### config.mk
export PLATFORM = sky130hd
export DESIGN_NAME = rng_share_ctrl
export DESIGN_NICKNAME = d
export VERILOG_FILES = /design/src/rtl/rng_share_ctrl_pkg.sv /design/src/rtl/rng_share_ctrl_lfsr8_step.sv /design/src/rtl/rng_share_ctrl.sv
export SDC_FILE = /design/constraint.sdc
export NUM_CORES = 1
export LEC_CHECK = 0
export ABC_CLOCK_PERIOD_IN_PS = 1650
export CAP_MARGIN = 20
export CORE_UTILIZATION = 49
export DETAILED_ROUTE_END_ITERATION = 10
export PLACE_DENSITY = 0.75
export REMOVE_ABC_BUFFERS = 1
export SLEW_MARGIN = 20
export SYNTH_ARGS = -nofsm -noshare
export SYNTH_HDL_FRONTEND = slang
export SYNTH_SLANG_ARGS = --single-unit
### constraint.sdc
create_clock -name i_clk -period 1.65 [get_ports i_clk]
set_input_delay 0.2475 -clock i_clk [delete_from_list [all_inputs] [get_ports i_clk]]
set_output_delay 0.2475 -clock i_clk [all_outputs]
set_load 0.1 [all_outputs]
### src/rtl/rng_share_ctrl_pkg.sv
// rtl/rng_share_ctrl_pkg.sv - shared types and constants for the shared RNG controller
package rng_share_ctrl_pkg;

    localparam int LFSR_W = 8;
    localparam logic [LFSR_W-1:0] LOCKUP_SEED = 8'h01;

    typedef enum logic [1:0] {
        IDLE = 2'd0,
        STEP = 2'd1,
        ACK  = 2'd2
    } state_t;

    function automatic logic [1:0] owner_onehot(input logic owner);
        return owner ? 2'b10 : 2'b01;
    endfunction

endpackage

### src/rtl/rng_share_ctrl_lfsr8_step.sv
// rtl/rng_share_ctrl_lfsr8_step.sv - combinational next state of the 8-bit Galois LFSR (taps 8,6,5,4)
module lfsr8_step
    import rng_share_ctrl_pkg::*;
(
    input  logic [LFSR_W-1:0] i_state,
    output logic [LFSR_W-1:0] o_state
);

    assign o_state = {i_state[0], i_state[7], i_state[0] ^ i_state[6], i_state[0] ^ i_state[5],
                      i_state[0] ^ i_state[4], i_state[3], i_state[2], i_state[1]};

endmodule

### src/rtl/rng_share_ctrl.sv
// rtl/rng_share_ctrl.sv - two-requester round-robin share of one LFSR; RNG_SHARE_FREERUN_EN steps it in IDLE
module rng_share_ctrl
    import rng_share_ctrl_pkg::*;
#(
    parameter int unsigned STEPS = 8,
    parameter logic [7:0]  SEED  = 8'd100
) (
    input  logic       i_clk,
    input  logic       i_nreset,
    input  logic       i_seed_load,
    input  logic [7:0] i_seed,
    input  logic [1:0] i_req,
    output logic [1:0] o_ack,
    output logic [7:0] o_data,
    output logic       o_busy
);

    state_t     state;
    state_t     state_nxt;
    logic [7:0] lfsr;
    logic [7:0] lfsr_nxt;
    logic [7:0] step_cnt;
    logic [7:0] seed_hold;
    logic       seed_pend;
    logic       owner;
    logic       rr_ptr;

    // A fresh pulse in IDLE wins over an older held seed.
    logic       seed_now;
    logic [7:0] seed_sel;
    logic       grant;
    logic       last_step;
    logic       owner_req;

    assign seed_now  = seed_pend | i_seed_load;
    assign seed_sel  = i_seed_load ? i_seed : seed_hold;
    assign grant     = (i_req == 2'b11) ? ~rr_ptr : i_req[1];
    assign last_step = (step_cnt == 8'(STEPS - 1));
    assign owner_req = i_req[owner];

    lfsr8_step u_step (
        .i_state(lfsr),
        .o_state(lfsr_nxt)
    );

    always_comb begin
        state_nxt = state;
        case (state)
            IDLE:    if (!seed_now && (i_req != 2'b00)) state_nxt = STEP;
            STEP: begin
                if (!owner_req)     state_nxt = IDLE;
                else if (last_step) state_nxt = ACK;
            end
            ACK:     state_nxt = IDLE;
            default: state_nxt = IDLE;
        endcase
    end

    always_ff @(posedge i_clk or negedge i_nreset) begin
        if (!i_nreset) begin
            state     <= IDLE;
            lfsr      <= SEED;
            step_cnt  <= 8'd0;
            seed_hold <= 8'd0;
            seed_pend <= 1'b0;
            owner     <= 1'b0;
            rr_ptr    <= 1'b1;
            o_data    <= 8'd0;
        end else begin
            state <= state_nxt;
            case (state)
                IDLE: begin
                    if (seed_now) begin
                        lfsr      <= (seed_sel == 8'd0) ? LOCKUP_SEED : seed_sel;
                        seed_pend <= 1'b0;
                    end else begin
`ifdef RNG_SHARE_FREERUN_EN
                        lfsr <= lfsr_nxt;
`endif
                        if (i_req != 2'b00) begin
                            owner    <= grant;
                            step_cnt <= 8'd0;
                        end
                    end
                end
                STEP: begin
                    lfsr     <= lfsr_nxt;
                    step_cnt <= step_cnt + 8'd1;
                    if (owner_req && last_step) o_data <= lfsr_nxt;
                end
                ACK:     rr_ptr <= owner;
                default: ;
            endcase
            // Seeds arriving mid-transaction wait for the next IDLE cycle.
            if (state != IDLE && i_seed_load) begin
                seed_pend <= 1'b1;
                seed_hold <= i_seed;
            end
        end
    end

    assign o_ack  = (state == ACK) ? owner_onehot(owner) : 2'b00;
    assign o_busy = (state != IDLE);

endmodule

==> summary.md, run 1 <==
| Metric | Value |
|---|---|
| Routed WL | `4070 microns` |
| Synth Register Bits | `37` |
| Layout Cells excl Fill | `~260` |
| Die H | `around 64 microns` |
| Fillers | `approximately 250` |
| Worst path slowest cell | `or4_4` |
| Final net count | `approximately 220` |
| Longest Clk Path Bufs | `2` |
| Area of the multi-input gates | `about 910 sq um` |
| IO Pins | `24` |
| DRC viols | `0` |
| Top post-synthesis cells by area | `dfrtp_1 (44%), mux2_2 (7.9%), mux2_4 (6.4%), dfstp_2 (5.6%), mux2i_1 (3.2%)` |
| Cell with the most instances after synthesis | `dfrtp_1` |
| F_max | `approximately 560 MHz` |
| Clock Skew | `approximately 0.0016 ns` |
| Crit path to | `o_data[6]` |
| Routed length per instance | `roughly 16 microns` |
| Post-route cell area | `2550 sq um` |
| First-pass GRT wire length | `just under 7000 microns` |
| Final ANT Viol Nets | `0` |
| CTS tree | `built` |
| Failing checks | `setup timing` |
| Synth top area share | `44.3%` |
| Largest net degree at the start of global routing | `38` |
| FF-to-FF End | `o_data[6]` |
| Worst-margin pin slew | `0.515 ns` |
| MaxCap Viol Count | `0` |
| I/O Buffers | `23` |
| Worst Path Max Fanout | `4` |
| Synth top cells by count | `dfrtp_1 (33), nand2_1 (14), mux2_2 (13)` |
| Setup Viol. Count Final | `8` |
| Starting Density | `50.9%` |
| CP Launch Type | `register` |
| Ys async rst share | `between 90% and 100%` |
| CP cell instances | `or4_4 > nor3_4 > buf_4 > nand3_4 > mux2_4` |
| Layout cells sized above 1 | `between 30% and 40%` |
| Min Hold Slack | `between 0.3 and 0.4 ns` |
| Yosys warns | `0` |
| Avg Vias per Cell | `around 5.6` |
| Clk_lat worst skew | `approximately 0.29 ns` |
| Storage cell area | `932 sq um` |
| Power per cell area | `approximately 1700 nW/um^2` |
| Via count | `approximately 1.5k` |
| Tcrit/Tclk final | `108%` |
| Status | `finished with violations` |
| Die W | `63.7 microns` |
| Syn Inst Count | `between 150 and 200` |
| Cell taking the most area after synthesis | `dfrtp_1` |
| Root buffer cell | `clkbuf_8` |
| Area delta synth->final | `37.1%` |
| Initial DRT Pass Iterations | `4` |
| Slew headroom | `between 60% and 70%` |
| H-tree levels | `2` |
| FF-to-FF path depth | `5` |
| Final WS setup | `-0.138 ns` |
| Vias in the first global route | `around 1.5k` |
| CP Capture Type | `register` |
| Total clock sinks | `37` |
| Mean post-synth cell area | `between 10 and 15 sq um` |
| Main synth FF type | `dfrtp_1` |
| Min-Delay Path Class | `input port to asynchronous set/reset pin` |
| CP Launch Point | `step_cnt[5]` |
| GP Congestion | `about 0.8` |
| FF-to-FF Start | `step_cnt[5]` |
| Synthesized area | `between 1500 and 2000 sq um` |
| Max rail drop VDD | `between 1000 and 1500 uV` |
| All-Layer GR Usage | `22.5%` |
| CP arrival | `about 2.0 ns` |
| Kind of critical path | `register to register` |
| Die ar. | `slightly above 4000 sq um` |
| Dpl hpwl | `2760 microns` |
| CTS Buf Count | `5` |
| Initial antenna violation count | `0` |
| Worst path max stage delay | `around 0.55 ns` |
| Placed Cells | `roughly 250` |
| Final-report max-slew violation count | `0` |
| Row cnt | `22` |
| Clk slew on worst S/H paths | `about 0.07 ns` |
| Grt ovf | `0` |
| Post-synth cell types | `39` |
| Tmin final | `1.79 ns` |
| Req. time, crit path | `1.83 ns` |
| Sequential share of the synthesized area | `about half` |
| Placed cell areas | `2360 sq um` |
| DRT iter0 DRCs | `53` |
| Final hold vios | `0` |
| Number of synthesized flops with an enable pin | `0` |
| R2r setup slk | `-0.14 ns` |
| Core Area | `about 3700 sq um` |
| Hold Buf Count CTS | `0` |
| RSZ-0062 raised after global routing | `true` |
| Antenna diode count | `0` |
| Leakage | `0.00117 uW` |
worst min path at each step:
stage / from / end / slack [ns] / cells past startpoint
after floorplan: i_nreset / lfsr[0] / -0.05 / 0
after detailed placement: lfsr[5] / lfsr[5] / 0.49 / 2
after CTS: i_nreset / state[1] / 0.33 / 2
final: i_nreset / step_cnt[3] / 0.32 / 2
after global routing: i_nreset / step_cnt[3] / 0.33 / 2
after global placement: lfsr[5] / lfsr[5] / 0.48 / 2
stage by stage:
step	TNS (ns)	power, uW	utilization [%]	setup slack, ns
after floorplan	-5.37	2750	-	-0.499
after global placement	-1.92	3380	64.4	-0.169
after detailed placement	-3.01	3470	64.4	-0.248
after CTS	-0.982	4430	69.3	-0.137
after global routing	-1.44	4680	69.8	-0.182
final	-1.09	4450	69.8	-0.138
worst max-delay path, delay by kind of cell (launching register included):
family	cells	cell delay, ns
simple gates	3	0.82
flops	1	0.39
mux	1	0.32
buf+inv	1	0.15
cells in the final DEF (no fill, tap or decap), drive strengths merged, types with 3 or more instances in the layout:
cell type / netlist / layout
a22o: 3 / 3
nor2b: 4 / 4
nand4: 3 / 3
dfrtp: 33 / 33
buf: 2 / 31
clkbuf: 5 / 5
mux2: 21 / 21
mux2i: 6 / 6
nor2: 11 / 11
nand2b: 3 / 3
dfstp: 4 / 4
o31ai: 4 / 4
clkdlybuf4s50: 0 / 12
nand2: 14 / 14
xor2: 3 / 3
inv: 4 / 4
o22ai: 3 / 3
nand3: 2 / 3
a21oi: 7 / 7
o211ai: 3 / 3
o21ai: 11 / 11
timing repair:
| item | in CTS | in global routing |
|---|---|---|
| gates resized for setup | 3 | 6 |
| cloned | 1 | 0 |
| setup buffers | 3 | 0 |
| endpoints found under the setup margin | 10 | 21 |
where the power goes:
part	total (uW)	internal, uW	leakage, uW	switching (uW)
combinational	1950	857	0.000640	1090
sequential	1580	1270	0.000464	317
clock	922	600	0.0000681	322
cells by family after synthesis:
kind of cell,synth area share [%]
flip-flops,50.0
AO/OA/AOI/OAI,11.2
multiplexers,17.5
buffers and inverters,3.22
XOR/XNOR,2.35
AND/OR/NAND/NOR,15.0
adder cells (fa/ha/maj),0.671
layout make-up:
| type | instances | share of cell area, % |
|---|---|---|
| clock buffers | 5 | 2.69 |
| clock inverters | 3 | 2.55 |
| inverters | 4 | 0.588 |
| multi-input cells | 118 | 35.5 |
| flip-flops and latches | 37 | 36.5 |
| well taps | 48 | 2.35 |
| repair buffers | 43 | 19.8 |
state kept, by name (all words and copies together) (netlist names):
signal     cells
lfsr           8
seed_hold      8
step_cnt       8
seed_pend      1
state          2
o_data         8
owner          1
rr_ptr         1
routing by layer:
metal | vias up | part of all wire (%) | track usage [%] | routed length [microns]
met5 | - | 0 | 0 | 0
met4 | 0 | 2.5 | 11.6 | 102
met1 | 702 | 43 | 28.3 | 1750
li1 | 680 | - | - | -
met2 | 61 | 49 | 35.8 | 1970
met3 | 11 | 5.9 | 5.07 | 242
(Power assumes the default switching activity.)
==> inputs of run 2 (changes only) <==
- SYNTH_HIERARCHICAL: not set -> 1
==> run 2 against run 1 <==
The run still ends with setup timing left. Setup slack lost 0.41 ns. Sequential power increased by 4%. Non-clock buffer count is 13 higher. Via count is 6.5% higher. Worst hold slack improved by 0.018 ns. Final area increased by 1.9%. Cell count grew 2.7%. Critical path depth is the same. Core utilization up 1.3 points. Critical endpoint is now o_data[5].
==> summary.md, run 2 <==
| Metric | Value |
|---|---|
| Status | `finished with violations` |
| Failing checks | `setup timing` |
| R2r setup slk | `-0.55 ns (-0.41 ns)` |
| Final Util | `71.1% (+1.3 points)` |
| Initial DRT Pass Iterations | `4 (unchanged)` |
| Antenna diode count | `0 (unchanged)` |
| MaxCap Viol Count | `0 (unchanged)` |
| Number of synthesized flops with an enable pin | `0 (unchanged)` |
| Total clock sinks | `37 (unchanged)` |
| FF-to-FF End | `o_data[5]` |
| I/O Buffers | `23 (unchanged)` |
| CTS Buf Count | `5 (unchanged)` |
| Core Area | `3660 sq um (unchanged)` |
| Setup Viol. Count Final | `10 (+2)` |
| Avg Vias per Cell | `5.84 (+3.7%)` |
| First-pass GRT wire length | `7140 microns (+2.7%)` |
| Placed cell areas | `2440 sq um (+3.4%)` |
| Worst Path Max Fanout | `5 (+1)` |
| Clk slew on worst S/H paths | `0.07 ns (about the same)` |
| Final-report max-slew violation count | `0 (unchanged)` |
| Final net count | `230 (+3.1%)` |
| Syn Inst Count | `165 (-0.60%)` |
| Final WS setup | `-0.550 ns (-0.411 ns)` |
| DRT iter0 DRCs | `89 (+68%)` |
| Worst path slowest cell | `or4_1` |
| Synth Register Bits | `37 (unchanged)` |
| H-tree levels | `2 (unchanged)` |
| RSZ-0062 raised after global routing | `true` |
| Worst path max stage delay | `0.52 ns (-0.03 ns)` |
| Via count | `1548 (+6.5%)` |
| Row cnt | `22 (unchanged)` |
| Layout cells sized above 1 | `41.9% (+5.3 points)` |
| Root buffer cell | `clkbuf_8` |
| Synth top area share | `44.3% (about the same)` |
| CP Buf/Inv Count | `1 (unchanged)` |
| Routed length per instance | `16.4 microns (+3.9%)` |
| F_max | `455 MHz (-19%)` |
| CP Launch Type | `register` |
| CP arrival | `2.37 ns (+0.40 ns)` |
| Cell with the most instances after synthesis | `dfrtp_1` |
| Power per cell area | `1860 nW/um^2 (+6.8%)` |
| DRC viols | `0 (unchanged)` |
| Mean post-synth cell area | `11.3 sq um (+0.67%)` |
| Tmin final | `2.20 ns (+0.411 ns)` |
| Sequential share of the synthesized area | `49.9% (about the same)` |
| Top post-synthesis cells by area | `dfrtp_1 (44%), mux2_2 (9.1%), mux2_4 (6.4%), a22oi_1 (5.6%), dfstp_2 (5.6%)` |
| Tcrit/Tclk final | `133% (+25 points)` |
| Longest Clk Path Bufs | `2 (unchanged)` |
| Worst-margin pin slew | `0.396 ns (-0.119 ns)` |
| Vias in the first global route | `1534 (+2.4%)` |
| Largest net degree at the start of global routing | `38 (unchanged)` |
| Cell taking the most area after synthesis | `dfrtp_1` |
| Synth top cells by count | `dfrtp_1 (33), mux2_2 (15), a22oi_1 (14)` |
| FF-to-FF path depth | `5 (unchanged)` |
| Clk_lat worst skew | `0.29 ns (about the same)` |
| Crit-path most repeated cell | `or3_4` |
| Setup_tns | `-4.59 ns (-3.50 ns)` |
| CP cell instances | `or4_1 > or3_4 > or3_4 > buf_6 > mux2_4` |
| GP Congestion | `0.909 (+11%)` |
| IO Pins | `24 (unchanged)` |
| Grt ovf | `0 (unchanged)` |
| Area delta synth->final | `39.6%` |
| Final ANT Viol Nets | `0 (unchanged)` |
| Starting Density | `50.9% (about the same)` |
| Synthesized area | `1860 sq um (about the same)` |
| CP Capture Type | `register` |
| Leakage | `0.00123 uW (+4.5%)` |
| Max rail drop VDD | `1080 uV (-28%)` |
| Final hold vios | `0 (unchanged)` |
| Crit path depth | `5 (unchanged)` |
| Most common cell after layout, fill and taps aside | `dfrtp_1` |
| Crit path to | `o_data[5]` |
| Die H | `63.7 microns (about the same)` |
| All-Layer GR Usage | `23.0% (+0.53 points)` |
| FF-to-FF Start | `step_cnt[6]` |
| Initial antenna violation count | `0 (unchanged)` |
| Routed WL | `4340 microns (+6.7%)` |
| Kind of critical path | `register to register` |
| Main synth FF type | `dfrtp_1` |
| Fillers | `253 (unchanged)` |
| CP Launch Point | `step_cnt[6]` |
| Total power | `4840 uW (+8.8%)` |
| Slew headroom | `73.4% (+7.7 points)` |
| Min-Delay Path Class | `input port to asynchronous set/reset pin` |
| Clock Skew | `0.00954 ns (+0.00791 ns)` |
| Most frequent cells in the layout | `dfrtp_1 (33), buf_4 (29), mux2_2 (15), a22oi_1 (14)` |
| CTS tree | `built` |
| Req. time, crit path | `1.82 ns (about the same)` |
| Post-synth cell types | `36 (-7.7%)` |
| Hold Buf Count CTS | `0 (unchanged)` |
| Ys async rst share | `100% (unchanged)` |
| Die W | `63.7 microns (about the same)` |
| Post-route cell area | `2600 sq um (+1.9%)` |
| Die ar. | `4060 sq um (about the same)` |
| Dpl hpwl | `3190 microns (+15%)` |
| Yosys warns | `6 (+6)` |
| Cell family with most CP delay | `simple AND/OR/NAND/NOR gates` |
-- run 2: cell types whose count changed after synthesis, moves of 3 or more --
cell and change:
buf_4 +5, nor3_1 +5, o211ai_1 -3, nand2b_1 -3, a22oi_1 +14, o31ai_1 -4, nand2_1 -8, mux2i_1 -5
nor2b_1 -4, nand3_1 +4
-- run 2: cell type report --
class	count	area (sq um)	area share, %
Timing Repair Buffer	56	612	23.5
Tap cell	48	60.1	2.31
Sequential cell	37	931	35.8
Clock inverter	1	30.0	1.15
Clock buffer	7	86.3	3.32
Inverter	3	13.8	0.529
Multi-Input combinational cell	113	870	33.4
-- run 2: stage by stage --
stage                     cells  setup slack, ns  hold WS (ns)
after global placement      255           -0.512         0.493
after floorplan             153           -0.605       -0.0481
after global routing        265           -0.610         0.352
after CTS                   263           -0.545         0.349
final                       265           -0.550         0.338
after detailed placement    255           -0.560         0.500
-- run 2: worst min-delay path by stage --
stage	depth (start not counted)	from	slack, ns	to
after floorplan	0	i_nreset	-0.05	lfsr[0]
after global placement	1	seed_hold[0]	0.49	seed_hold[0]
after detailed placement	1	seed_hold[0]	0.50	seed_hold[0]
after CTS	2	i_nreset	0.35	step_cnt[2]
after global routing	2	i_nreset	0.35	step_cnt[4]
final	2	i_nreset	0.34	lfsr[7]
-- run 2: metal layers --
layer	part of all wire [%]	GRT usage [%]
met3	5.4	5.98
met4	1.6	9.94
met5	0	0
met2	51	35.6
met1	42	30.2
-- run 2: power breakdown --
part           switching (uW)  internal, uW  total [uW]
Combinational            1320          1080        2400
Sequential                339          1300        1640
Clock                     310           493         803
-- run 2: kinds of logic after synthesis --
kind of cell | Yosys count | synth area share (%)
compound gates | 42 | 15.0
xor+xnor | 3 | 1.41
fa+ha+maj | 1 | 0.671
buf+inv | 15 | 4.43
flops | 37 | 49.9
mux | 24 | 16.0
simple gates | 43 | 12.5
-- run 2: what timing repair did --
action / in CTS / in global routing
pin swaps: 1 / 4
endpoints found under the setup margin: 12 / 13
cloned: 0 / 1
resized for setup: 4 / 10
setup buffers: 0 / 1
==> inputs of run 3 (changes only) <==
- ABC_CLOCK_PERIOD_IN_PS: 1650 -> 2400
- CORE_UTILIZATION: 49 -> 50
- PLACE_DENSITY: 0.75 -> 0.73
- clock period: 1.65 -> 2.4 ns (I/O delays scaled with it)
==> run 3 against run 2 <==
The run now ends clean. Register-to-register slack better by 0.68 ns. Setup slack better by 0.68 ns. Largest cell class unchanged. Sequential share of layout area up 5.7 points. Maximum frequency down 3.3%. Flip-flop and latch count unchanged. Worst hold slack better by 0.15 ns. Routed wire length down 12%. Final area down 14%. Clock power down 22%. Die area down 1.9%. Power down 37%. Core utilization down 5.8 points.
==> summary.md, run 3 (synthesis results as in run 2) <==
| Metric | Value |
|---|---|
| CTS Buf Count | `5 (unchanged)` |
| Final-report max-slew violation count | `0 (unchanged)` |
| Clk slew on worst S/H paths | `0.08 ns (about the same)` |
| Worst-margin pin slew | `0.449 ns (+0.0530 ns)` |
| Min-Delay Path Class | `input port to asynchronous set/reset pin` |
| CP Launch Type | `register` |
| Vias in the first global route | `1441 (-6.1%)` |
| Antenna diode count | `0 (unchanged)` |
| Starting Density | `54.2% (+3.2 points)` |
| CP cell instances | `or4_1 > or3_1 > or3_1 > buf_4 > mux2_4` |
| Placed cell areas | `2110 sq um (-13%)` |
| Area delta synth->final | `20.5%` |
| CP arrival | `2.45 ns (+0.08 ns)` |
| F_max | `440 MHz (-3.3%)` |
| Final Util | `65.3% (-5.8 points)` |
| Die ar. | `3980 sq um (-1.9%)` |
| CTS tree | `built` |
| Min Hold Slack | `0.490 ns (+0.152 ns)` |
| Core Area | `3440 sq um (-6.0%)` |
| CP Buf/Inv Count | `1 (unchanged)` |
| Largest net degree at the start of global routing | `38 (unchanged)` |
| GP Congestion | `0.847 (-6.7%)` |
| Die H | `63.1 microns (-0.97%)` |
| Avg Vias per Cell | `5.95 (+1.9%)` |
| Max rail drop VDD | `688 uV (-36%)` |
| Power per cell area | `1360 nW/um^2 (-27%)` |
| Slew headroom | `70.0% (-3.4 points)` |
| Req. time, crit path | `2.58 ns (+0.76 ns)` |
| Grt ovf | `0 (unchanged)` |
| Worst Path Max Fanout | `9 (+4)` |
| Post-route cell area | `2250 sq um (-14%)` |
| FF-to-FF End | `o_data[0]` |
| Final hold vios | `0 (unchanged)` |
| FF-to-FF Start | `step_cnt[4]` |
| Routed WL | `3840 microns (-12%)` |
| FF-to-FF path depth | `5 (unchanged)` |
| R2r setup slk | `0.13 ns (+0.68 ns)` |
| Kind of critical path | `register to register` |
| Setup_tns | `0 ns (+4.59 ns)` |
| Dpl hpwl | `2820 microns (-12%)` |
| Tcrit/Tclk final | `94.8% (-39 points)` |
| Longest Clk Path Bufs | `2 (unchanged)` |
| First-pass GRT wire length | `6840 microns (-4.3%)` |
| Via count | `1416 (-8.5%)` |
| Clk_lat worst skew | `0.28 ns (about the same)` |
| DRT iter0 DRCs | `116 (+30%)` |
| All-Layer GR Usage | `22.4% (-0.62 points)` |
| IO Pins | `24 (unchanged)` |
| Setup Viol. Count Final | `0 (-10)` |
| I/O Buffers | `23 (unchanged)` |
| H-tree levels | `2 (unchanged)` |
| DRC viols | `0 (unchanged)` |
| Most frequent cells in the layout | `dfrtp_1 (33), buf_4 (19), mux2_2 (15), a22oi_1 (14), clkdlybuf4s50_1 (12)` |
| Cell family with most CP delay | `simple AND/OR/NAND/NOR gates` |
| Initial DRT Pass Iterations | `4 (unchanged)` |
| Crit-path most repeated cell | `or3_1` |
| Tmin final | `2.27 ns (+0.0748 ns)` |
| Clock Skew | `0.00888 ns (-0.000661 ns)` |
| Root buffer cell | `clkbuf_8` |
| Die W | `63.1 microns (-0.97%)` |
| Post-CTS Setup Repair Bufs | `0 (unchanged)` |
| Most common cell after layout, fill and taps aside | `dfrtp_1` |
| Layout cells sized above 1 | `30.7% (-11 points)` |
| Routed length per instance | `16.1 microns (-1.6%)` |
| Worst path slowest cell | `or4_1` |
| MaxCap Viol Count | `0 (unchanged)` |
| Worst path max stage delay | `0.49 ns (-0.03 ns)` |
| Total power | `3050 uW (-37%)` |
| RSZ-0062 raised after global routing | `false` |
| Final net count | `205 (-11%)` |
| Post_cts resized | `0 (-4)` |
| Total clock sinks | `37 (unchanged)` |
| Final ANT Viol Nets | `0 (unchanged)` |
| Hold Buf Count CTS | `0 (unchanged)` |
| CP Capture Type | `register` |
| Status | `complete, no violations` |
| Fillers | `275 (+8.7%)` |
| Row cnt | `21 (-4.5%)` |
| Leakage | `0.00107 uW (-13%)` |
| Initial antenna violation count | `0 (unchanged)` |
-- run 3: changes by cell type in the layout (fill, tap and decap cells not counted), sizes merged --
| cell | delta |
|---|---|
| buf | -25 |
| clkbuf | -2 |
| bufinv | +1 |
| clkinv | +1 |
-- run 3: worst reg2reg max path: cells and delay by family (launching register included) --
family / cells / cell delay [ns]
flops: 1 / 0.42
mux: 1 / 0.31
buf+inv: 1 / 0.20
simple gates: 3 / 1.24
-- run 3: metal layers --
metal / GRT usage [%] / part of all wire (%) / wire [microns] / vias up
li1: - / - / - / 668
met5: 0 / 0 / 0 / -
met1: 29.2 / 44 / 1690 / 709
met4: 6.98 / 1.1 / 41 / 0
met2: 37.6 / 51 / 1960 / 35
met3: 3.80 / 3.8 / 145 / 4
-- run 3: area by class of cell --
| cell class | instances | area [sq um] | area share, % |
|---|---|---|---|
| multi-input cells | 113 | 851 | 37.9 |
| well taps | 46 | 57.6 | 2.56 |
| flip-flops and latches | 37 | 931 | 41.4 |
| repair buffers | 31 | 263 | 11.7 |
| clock buffers | 5 | 68.8 | 3.06 |
| clock inverters | 3 | 65.1 | 2.90 |
| inverters | 3 | 11.3 | 0.501 |
-- run 3: worst max-delay path by stage --
stage,start,to,slack [ns],cells past startpoint
after global routing,step_cnt[4],o_data[0],0.07,5
final,step_cnt[4],o_data[0],0.13,5
after floorplan,state[1],o_ack[0],0.14,2
after detailed placement,step_cnt[4],o_data[0],0.13,5
after global placement,step_cnt[4],o_data[5],0.18,5
after CTS,step_cnt[4],o_data[0],0.12,5
-- run 3: where the power goes --
group | total, uW | internal, uW | switching [uW] | leakage, uW
registers | 1130 | 893 | 240 | 0.000463
logic | 1280 | 473 | 810 | 0.000537
clock network | 629 | 413 | 216 | 0.0000681
total | 3050 | 1780 | 1270 | 0.00107
-- run 3: per-stage QoR --
stage | worst slack (ns) | cells
floorplan | 0.141 | 153
global placement | 0.182 | 230
detailed placement | 0.133 | 230
CTS | 0.120 | 238
global route | 0.0731 | 238
finish | 0.125 | 238
